<file path="src/rtl/ram_arbiter_pkg.sv">
// rtl/ram_arbiter_pkg.sv - shared state encoding and port ids for ram_arbiter
package ram_arbiter_pkg;

    typedef enum logic [1:0] {
        IDLE  = 2'd0,
        SERVE = 2'd1,
        ACK   = 2'd2
    } state_t;

    localparam logic PORT_A = 1'b0;
    localparam logic PORT_B = 1'b1;

endpackage

</file>
<file path="src/rtl/ram_arbiter_pick.sv">
// rtl/ram_arbiter_pick.sv - 2-way winner select, round robin under RAM_ARBITER_ROUND_ROBIN_EN
module ram_arbiter_pick
    import ram_arbiter_pkg::*;
(
`ifdef RAM_ARBITER_ROUND_ROBIN_EN
    input  logic last,
`endif
    input  logic a_req,
    input  logic b_req,
    output logic valid,
    output logic id
);

    // Single requester always wins; a tie goes to A unless A was served last
    always_comb begin
        valid = a_req | b_req;
        id    = PORT_A;
        if (a_req && b_req) begin
`ifdef RAM_ARBITER_ROUND_ROBIN_EN
            id = (last == PORT_A) ? PORT_B : PORT_A;
`else
            id = PORT_A;
`endif
        end else if (b_req) begin
            id = PORT_B;
        end
    end

endmodule

</file>
<file path="src/rtl/ram_arbiter.sv">
// rtl/ram_arbiter.sv - two-port req/ack arbiter for a single-port RAM (option: RAM_ARBITER_ROUND_ROBIN_EN)
module ram_arbiter
    import ram_arbiter_pkg::*;
#(
    parameter int ADDR_W = 6,
    parameter int DATA_W = 8
) (
    input  logic              clk,
    input  logic              rst,
    input  logic              a_req,
    input  logic              a_we,
    input  logic [ADDR_W-1:0] a_addr,
    input  logic [DATA_W-1:0] a_wdata,
    output logic              a_ack,
    output logic [DATA_W-1:0] a_rdata,
    input  logic              b_req,
    input  logic              b_we,
    input  logic [ADDR_W-1:0] b_addr,
    input  logic [DATA_W-1:0] b_wdata,
    output logic              b_ack,
    output logic [DATA_W-1:0] b_rdata,
    output logic [ADDR_W-1:0] ram_addr,
    output logic [DATA_W-1:0] ram_wdata,
    input  logic [DATA_W-1:0] ram_rdata,
    output logic              ram_cs_n,
    output logic              ram_we_n,
    output logic              ram_oe_n
);

    state_t state, next_state;
    logic   id_q;
    logic   we_q;
    logic   pick_valid;
    logic   pick_id;
    logic              win_we;
    logic [ADDR_W-1:0] win_addr;
    logic [DATA_W-1:0] win_wdata;

`ifdef RAM_ARBITER_ROUND_ROBIN_EN
    logic last_q;
`endif

    ram_arbiter_pick u_pick (
`ifdef RAM_ARBITER_ROUND_ROBIN_EN
        .last  (last_q),
`endif
        .a_req (a_req),
        .b_req (b_req),
        .valid (pick_valid),
        .id    (pick_id)
    );

    // Route the winning port's command toward the RAM-facing registers
    always_comb begin
        win_we    = a_we;
        win_addr  = a_addr;
        win_wdata = a_wdata;
        if (pick_id == PORT_B) begin
            win_we    = b_we;
            win_addr  = b_addr;
            win_wdata = b_wdata;
        end
    end

    // State register; reset forces IDLE so strobes and acks drop at once
    always_ff @(posedge clk or negedge rst) begin
        if (!rst) begin
            state <= IDLE;
        end else begin
            state <= next_state;
        end
    end

    // Command capture in IDLE, read-data capture at the edge ending SERVE
    always_ff @(posedge clk or negedge rst) begin
        if (!rst) begin
            id_q      <= PORT_A;
            we_q      <= 1'b0;
            ram_addr  <= '0;
            ram_wdata <= '0;
            a_rdata   <= '0;
            b_rdata   <= '0;
        end else begin
            if (state == IDLE && pick_valid) begin
                id_q      <= pick_id;
                we_q      <= win_we;
                ram_addr  <= win_addr;
                ram_wdata <= win_wdata;
            end
            if (state == SERVE && !we_q) begin
                if (id_q == PORT_A) begin
                    a_rdata <= ram_rdata;
                end else begin
                    b_rdata <= ram_rdata;
                end
            end
        end
    end

`ifdef RAM_ARBITER_ROUND_ROBIN_EN
    // Remember who finished last so the next tie goes the other way
    always_ff @(posedge clk or negedge rst) begin
        if (!rst) begin
            last_q <= PORT_B;
        end else if (state == ACK) begin
            last_q <= id_q;
        end
    end
`endif

    // Next state, RAM strobes and ack pulses
    always_comb begin
        next_state = state;
        ram_cs_n   = 1'b1;
        ram_we_n   = 1'b1;
        ram_oe_n   = 1'b1;
        a_ack      = 1'b0;
        b_ack      = 1'b0;
        case (state)
            IDLE: begin
                if (pick_valid) begin
                    next_state = SERVE;
                end
            end
            SERVE: begin
                ram_cs_n   = 1'b0;
                ram_we_n   = ~we_q;
                ram_oe_n   = we_q;
                next_state = ACK;
            end
            ACK: begin
                a_ack      = (id_q == PORT_A);
                b_ack      = (id_q == PORT_B);
                next_state = IDLE;
            end
            default: begin
                next_state = IDLE;
            end
        endcase
    end

endmodule

</file>
<file path="config.mk">
export PLATFORM = sky130hd
export DESIGN_NAME = ram_arbiter
export DESIGN_NICKNAME = d
export VERILOG_FILES = /design/src/rtl/ram_arbiter_pkg.sv /design/src/rtl/ram_arbiter_pick.sv /design/src/rtl/ram_arbiter.sv
export SDC_FILE = /design/constraint.sdc
export NUM_CORES = 1
export LEC_CHECK = 0
export CORE_ASPECT_RATIO = 2
export CORE_MARGIN = 4
export CORE_UTILIZATION = 35
export CTS_CLUSTER_SIZE = 8
export DETAILED_ROUTE_END_ITERATION = 6
export HOLD_SLACK_MARGIN = 0.08
export MAX_ROUTING_LAYER = met4
export PLACE_DENSITY_LB_ADDON = 0.25
export SYNTH_ARGS = -nofsm -noshare
export SYNTH_HDL_FRONTEND = slang
export SYNTH_SLANG_ARGS = --single-unit
</file>
<file path="constraint.sdc">
create_clock -name clk -period 1.44 [get_ports clk]
set_input_delay 0.288 -clock clk [delete_from_list [all_inputs] [get_ports clk]]
set_output_delay 0.288 -clock clk [all_outputs]
set_load 0.05 [all_outputs]
</file>
== Yosys cells after proc, flatten, opt, wreduce, memory -nomap -nowiden ==
Index checks and enable logic that the tools add are counted.

* Reductions and logical operators: 7
* Bitwise logic cells: 3
* Eq/ne operators: 3
* Muxes and demuxes: 12

{| class="wikitable"
|+ Operator list
! cell !! count
|-
| 2-to-1 mux 1 bit || 8
|-
| 2-to-1 mux 8 bit || 1
|-
| 2-to-1 mux 6 bit || 1
|-
| one-hot mux 2 bit (2 select lines) || 1
|-
| AND reduction 2 bit || 2
|-
| logical AND 1 bit || 3
|-
| equality test 2 x 1 -> 1 bit, second input constant || 1
|-
| equality test 2 bit, second input constant || 1
|-
| logical NOT 2 bit || 1
|-
| 2-to-1 mux 2 bit || 1
|-
| inequality test 2 bit, second input constant || 1
|-
| inverter 1 bit || 2
|-
| logical NOT 1 bit || 1
|-
| OR 1 bit || 1
|}

* Bits of input ports: 42
* Logic and storage cells: 32
* Output and inout bits: 35
* Register bits after elaboration: 34

== Logic depth before layout (Yosys ltp) ==
* Depth after elaboration: 3
* Mapped depth: 5
* Mapped depth without buffers: 4

== Hierarchy ==
Synthesis repeated with hierarchy kept, for this count alone.

* Cells, all modules: 96
* Area total of the unflattened synthesis: 1514.0 µm²

{| class="wikitable"
|+ Modules (own cells, without submodules)
! module !! instances !! area each (µm²) !! cells each !! sequential area each (µm²)
|-
| ram_arbiter || 1 || 1501.4 || 94 || 850.8
|-
| ram_arbiter_pick || 1 || 12.5 || 2 || 0.0
|}

== Least setup slack after synthesis ==
No wires, ideal clock.

* Kind: register to output
* Start point: register id_q
* End point: output a_ack
* Arrival: 1588 ps
* Cell stages (with the launch flop): 2
* Slack: -436 ps
* Buffers on the path: 0
* Path through: dfrtp_1 > nor3b_1

* Word-level cells in the longest chain between the ends: 2

{| class="wikitable"
|+ Ends and longest elaborated chain
! what !! line !! source
|-
| start, declared || ram_arbiter.sv:31 || <nowiki>logic id_q;</nowiki>
|-
| start signal, assigned || ram_arbiter.sv:85 || <nowiki>id_q <= pick_id;</nowiki>
|-
| inverter 1 bit (no source line) || -- ||
|-
| 2-to-1 mux 1 bit || ram_arbiter.sv:119 || <nowiki>case (state)</nowiki>
|-
| end, declared || ram_arbiter.sv:14 || <nowiki>output logic a_ack,</nowiki>
|}

Every way passes these cells.

== Worst setup path after layout ==
* Start point: register state[1]
* End point: output ram_oe_n

* Word-level cells in the longest chain between the ends: 2

{| class="wikitable"
|+ Ends and longest elaborated chain
! what !! line !! source
|-
| start, declared || ram_arbiter.sv:30 || <nowiki>state_t state, next_state;</nowiki>
|-
| start signal, assigned || ram_arbiter.sv:70 || <nowiki>state <= next_state;</nowiki>
|-
| equality test 2 x 1 -> 1 bit || ram_arbiter.sv:119 ||
|-
| 2-to-1 mux 1 bit || ram_arbiter.sv:119 ||
|-
| end, declared || ram_arbiter.sv:27 || <nowiki>output logic ram_oe_n</nowiki>
|}

Every way passes these cells.

==> results.json <==
{
  "tightest_slew_ns": 0.391,
  "worstSetupPathType": "flop to output port",
  "grt_pass1_wl_um": 6460,
  "synthMostInstantiatedCell": "mux2_2",
  "rsz0062_at_grt": "yes",
  "clock_tree.htree_level_count": 2,
  "final.fill_count": 297,
  "synthTopCellsByCount": "mux2_2 (46), dfrtp_1 (34), a21oi_1 (2), buf_4 (2)",
  "relSlewSlack_pct": 73.9,
  "power_switching_w": 0.00336,
  "dr.first_iter.drc_count": 16,
  "final_cell_count_no_fill": 244,
  "die_y_um": 101,
  "boundaryPins": 77,
  "track_usage_pct": 17.5,
  "async_flop_share_pct": 100,
  "min_path_cells": 3,
  "power.density_nw_per_um2": 2690,
  "fin_nets": 234,
  "vdd_ir_drop_max_mv": 2.08,
  "ys_dominant_reg_cell": "dfrtp_1",
  "timing_hold_violations_final": 0,
  "clock_latency_ns": 0.27,
  "die_area_um2": 5490,
  "worst_setup_hold_path_clk_slew_ns": 0.06,
  "final_critical_path_setup_slack_ns": -0.174,
  "drv_cap": 0,
  "gp_routability_congestion": 0.696,
  "final_worst_path_cycle_share_pct": 112,
  "timing_max_transition_violations_final": 0,
  "initial_antenna_violation_count": 0,
  "violated_checks": "negative setup slack",
  "detailroute.via_count": 1163,
  "synth_area_leaders": "dfrtp_1 (56%), mux2_2 (34%), nor3b_4 (1.2%), nor3_4 (1.1%), buf_4 (1.0%)",
  "finalWirelength_um": 4140,
  "timing.final.setup_violations": 36,
  "synthesis.area_um2": 1510,
  "synth_nets": 139,
  "avgRoutedWirePerCell_um": 17.0,
  "r2r_slack_ns": -0.10,
  "p_comb_share_pct": 66.4,
  "period_minus_slack_ns": 1.61,
  "r2r_start": "state[1]$_DFFE_PN0P_",
  "share_of_the_synthesized_area_in_the_top_cell_type_pct": 56.4,
  "critPathLaunchType": "flop",
  "synth_enable_flop_cells": 0,
  "portBuffers": 76,
  "layout.cell_area.non_filler_um2": 2950,
  "worst-path-max-fanout": 4,
  "critPathArrivalTime_ns": 1.33,
  "grt_start_max_net_pins": 19,
  "synth_seq_area_share_pct": 56.4,
  "critical_path_required_ns": 1.15,
  "final_core_utilization_pct": 71.4,
  "fp.coreArea_um2": 4130,
  "ant_nets": 0,
  "fmax_mhz": 620,
  "critical_path.endpoint_type": "output port",
  "cts_tree": "yes",
  "effective_utilization_at_floorplan_pct": 36.5,
  "grt_overflow_total": 0,
  "place.detailed.hpwl_um": 3310,
  "post-layout-total-power_w": 0.00794,
  "intPower_w": 0.00458,
  "finClkSkew_ns": 0.00321,
  "whs_endpoint": "id_q$_DFFE_PN0P_",
  "buffer_type_at_the_clock_tree_root": "clkbuf_8",
  "outcome": "finished with violations",
  "reg2reg_depth": 6,
  "viasPerCell": 4.77,
  "clock_power_share_pct": 8.1,
  "detail_route.drc_violations": 0,
  "horizontal_extent_of_the_die_um": 54.4,
  "cts_made_buffers": 5,
  "power_switching_share_pct": 42.4,
  "synthesis.yosys.warnings": 0,
  "layout-area-overhead-vs-synth_pct": 95.4,
  "drt_pre_antenna_iters": 3,
  "via_count_of_the_first_global_routing_pass": 1370,
  "holdCritStartpoint": "a_req",
  "postSynthRegisterBits": 34,
  "rr_endpoint": "b_rdata[4]$_DFFE_PN0P_",
  "netlist-cell-type-count": 17,
  "place.detailed.instances": 232,
  "p_seq_share_pct": 25.6,
  "synthDominantAreaCellType": "dfrtp_1",
  "rows": 33,
  "power_leakage_nw": 1.28,
  "post_route_cells_drive_above_1_share_pct": 58.3,
  "placement.cell_area_um2": 2780,
  "netlist_instances": 97,
  "post_synth.cell_area_avg_um2": 15.6,
  "hold_path_class": "input pin to flop",
  "numClockSinks": 34,
  "clk_path_buf_depth": 2,
  "antennaDiodeCount": 0
}
[cells in the final DEF, fill, tap and decap left out, types with 2 or more instances in the layout]
cell type	instances
dfrtp_2	2
dfrtp_1	32
a21oi_1	2
dlygate4sd2_1	2
buf_6	3
buf_12	38
clkdlybuf4s50_1	38
clkbuf_8	5
mux2_2	45
clkbuf_1	2
buf_4	8
[sequential cells by signal, indices dropped and copies added (netlist names)]
signal	count
state	2
a_rdata	8
b_rdata	8
we_q	1
ram_wdata	8
ram_addr	6
id_q	1
[worst max-delay path, cell delays in order (launching register included)]
cell and delay (ns):
dfrtp_2 0.44, nor2b_4 0.13, buf_6 0.10, or2b_1 0.23, buf_6 0.15
[final cells by class]
class,instances,area [um^2],share of cell area (%)
repair buffers,92,1300,44.1
flip-flops and latches,34,853,28.9
multi-input cells,58,647,21.9
clock buffers,7,76.3,2.59
well taps,52,65.1,2.21
inverters,1,6.26,0.212
[per-layer routing]
layer	vias up	share of wire, %	track usage, %
met5	-	0	-
met4	0	1.8	6.91
met3	7	8.9	6.22
met2	55	60	32.1
met1	572	29	15.0
li1	529	-	-
[per-stage QoR]
stage	hold WS [ns]	worst slack (ns)	setup TNS, ns
2_1_floorplan	-0.00759	-0.0722	-0.906
4_1_cts	0.445	-0.203	-2.86
3_3_place_gp	0.212	-0.354	-5.06
3_5_place_dp	0.231	-0.409	-6.31
6_report	0.449	-0.174	-1.95
5_1_grt	0.458	-0.263	-4.98
[kinds of logic after synthesis]
logic type / count (synthesis) / share of synthesized area, %
muxes: 46 / 34.3
DFF: 34 / 56.4
and+or+nand+nor: 9 / 5.80
buffers and inverters: 5 / 2.32
AOI/OAI and AO/OA: 3 / 1.16
[timing repair]
| item | CTS | global route |
|---|---|---|
| hold buffers | 1 | 0 |
| hold endpoints to repair | 16 | 0 |
| cloned | 1 | 0 |
| buffers inserted | 3 | 0 |
| pin swaps | 1 | 0 |
| endpoints found under the setup margin | 28 | 36 |
| gates resized for setup | 8 | 3 |
[power by group through the flow]
stage,logic (W),registers [W],clock network [W]
floorplan,0.00110,0.00326,0
global placement,0.00510,0.00199,0
detailed placement,0.00519,0.00205,0
CTS,0.00533,0.00204,0.000675
global route,0.00548,0.00211,0.000714
finish,0.00527,0.00203,0.000642
[how the worst max path moves through the flow]
stage	slack, ns	start	cells past startpoint	endpoint
2_1_floorplan	-0.07	state[0]$_DFFE_PN0P_	4	b_rdata[0]$_DFFE_PN0P_
3_3_place_gp	-0.35	a_req	5	ram_wdata[2]$_DFFE_PN0P_
3_5_place_dp	-0.41	a_req	5	ram_wdata[1]$_DFFE_PN0P_
4_1_cts	-0.20	state[1]$_DFFE_PN0P_	4	ram_oe_n
5_1_grt	-0.26	state[1]$_DFFE_PN0P_	4	ram_oe_n
6_report	-0.17	state[1]$_DFFE_PN0P_	4	ram_oe_n
(Power assumes the default switching activity.)
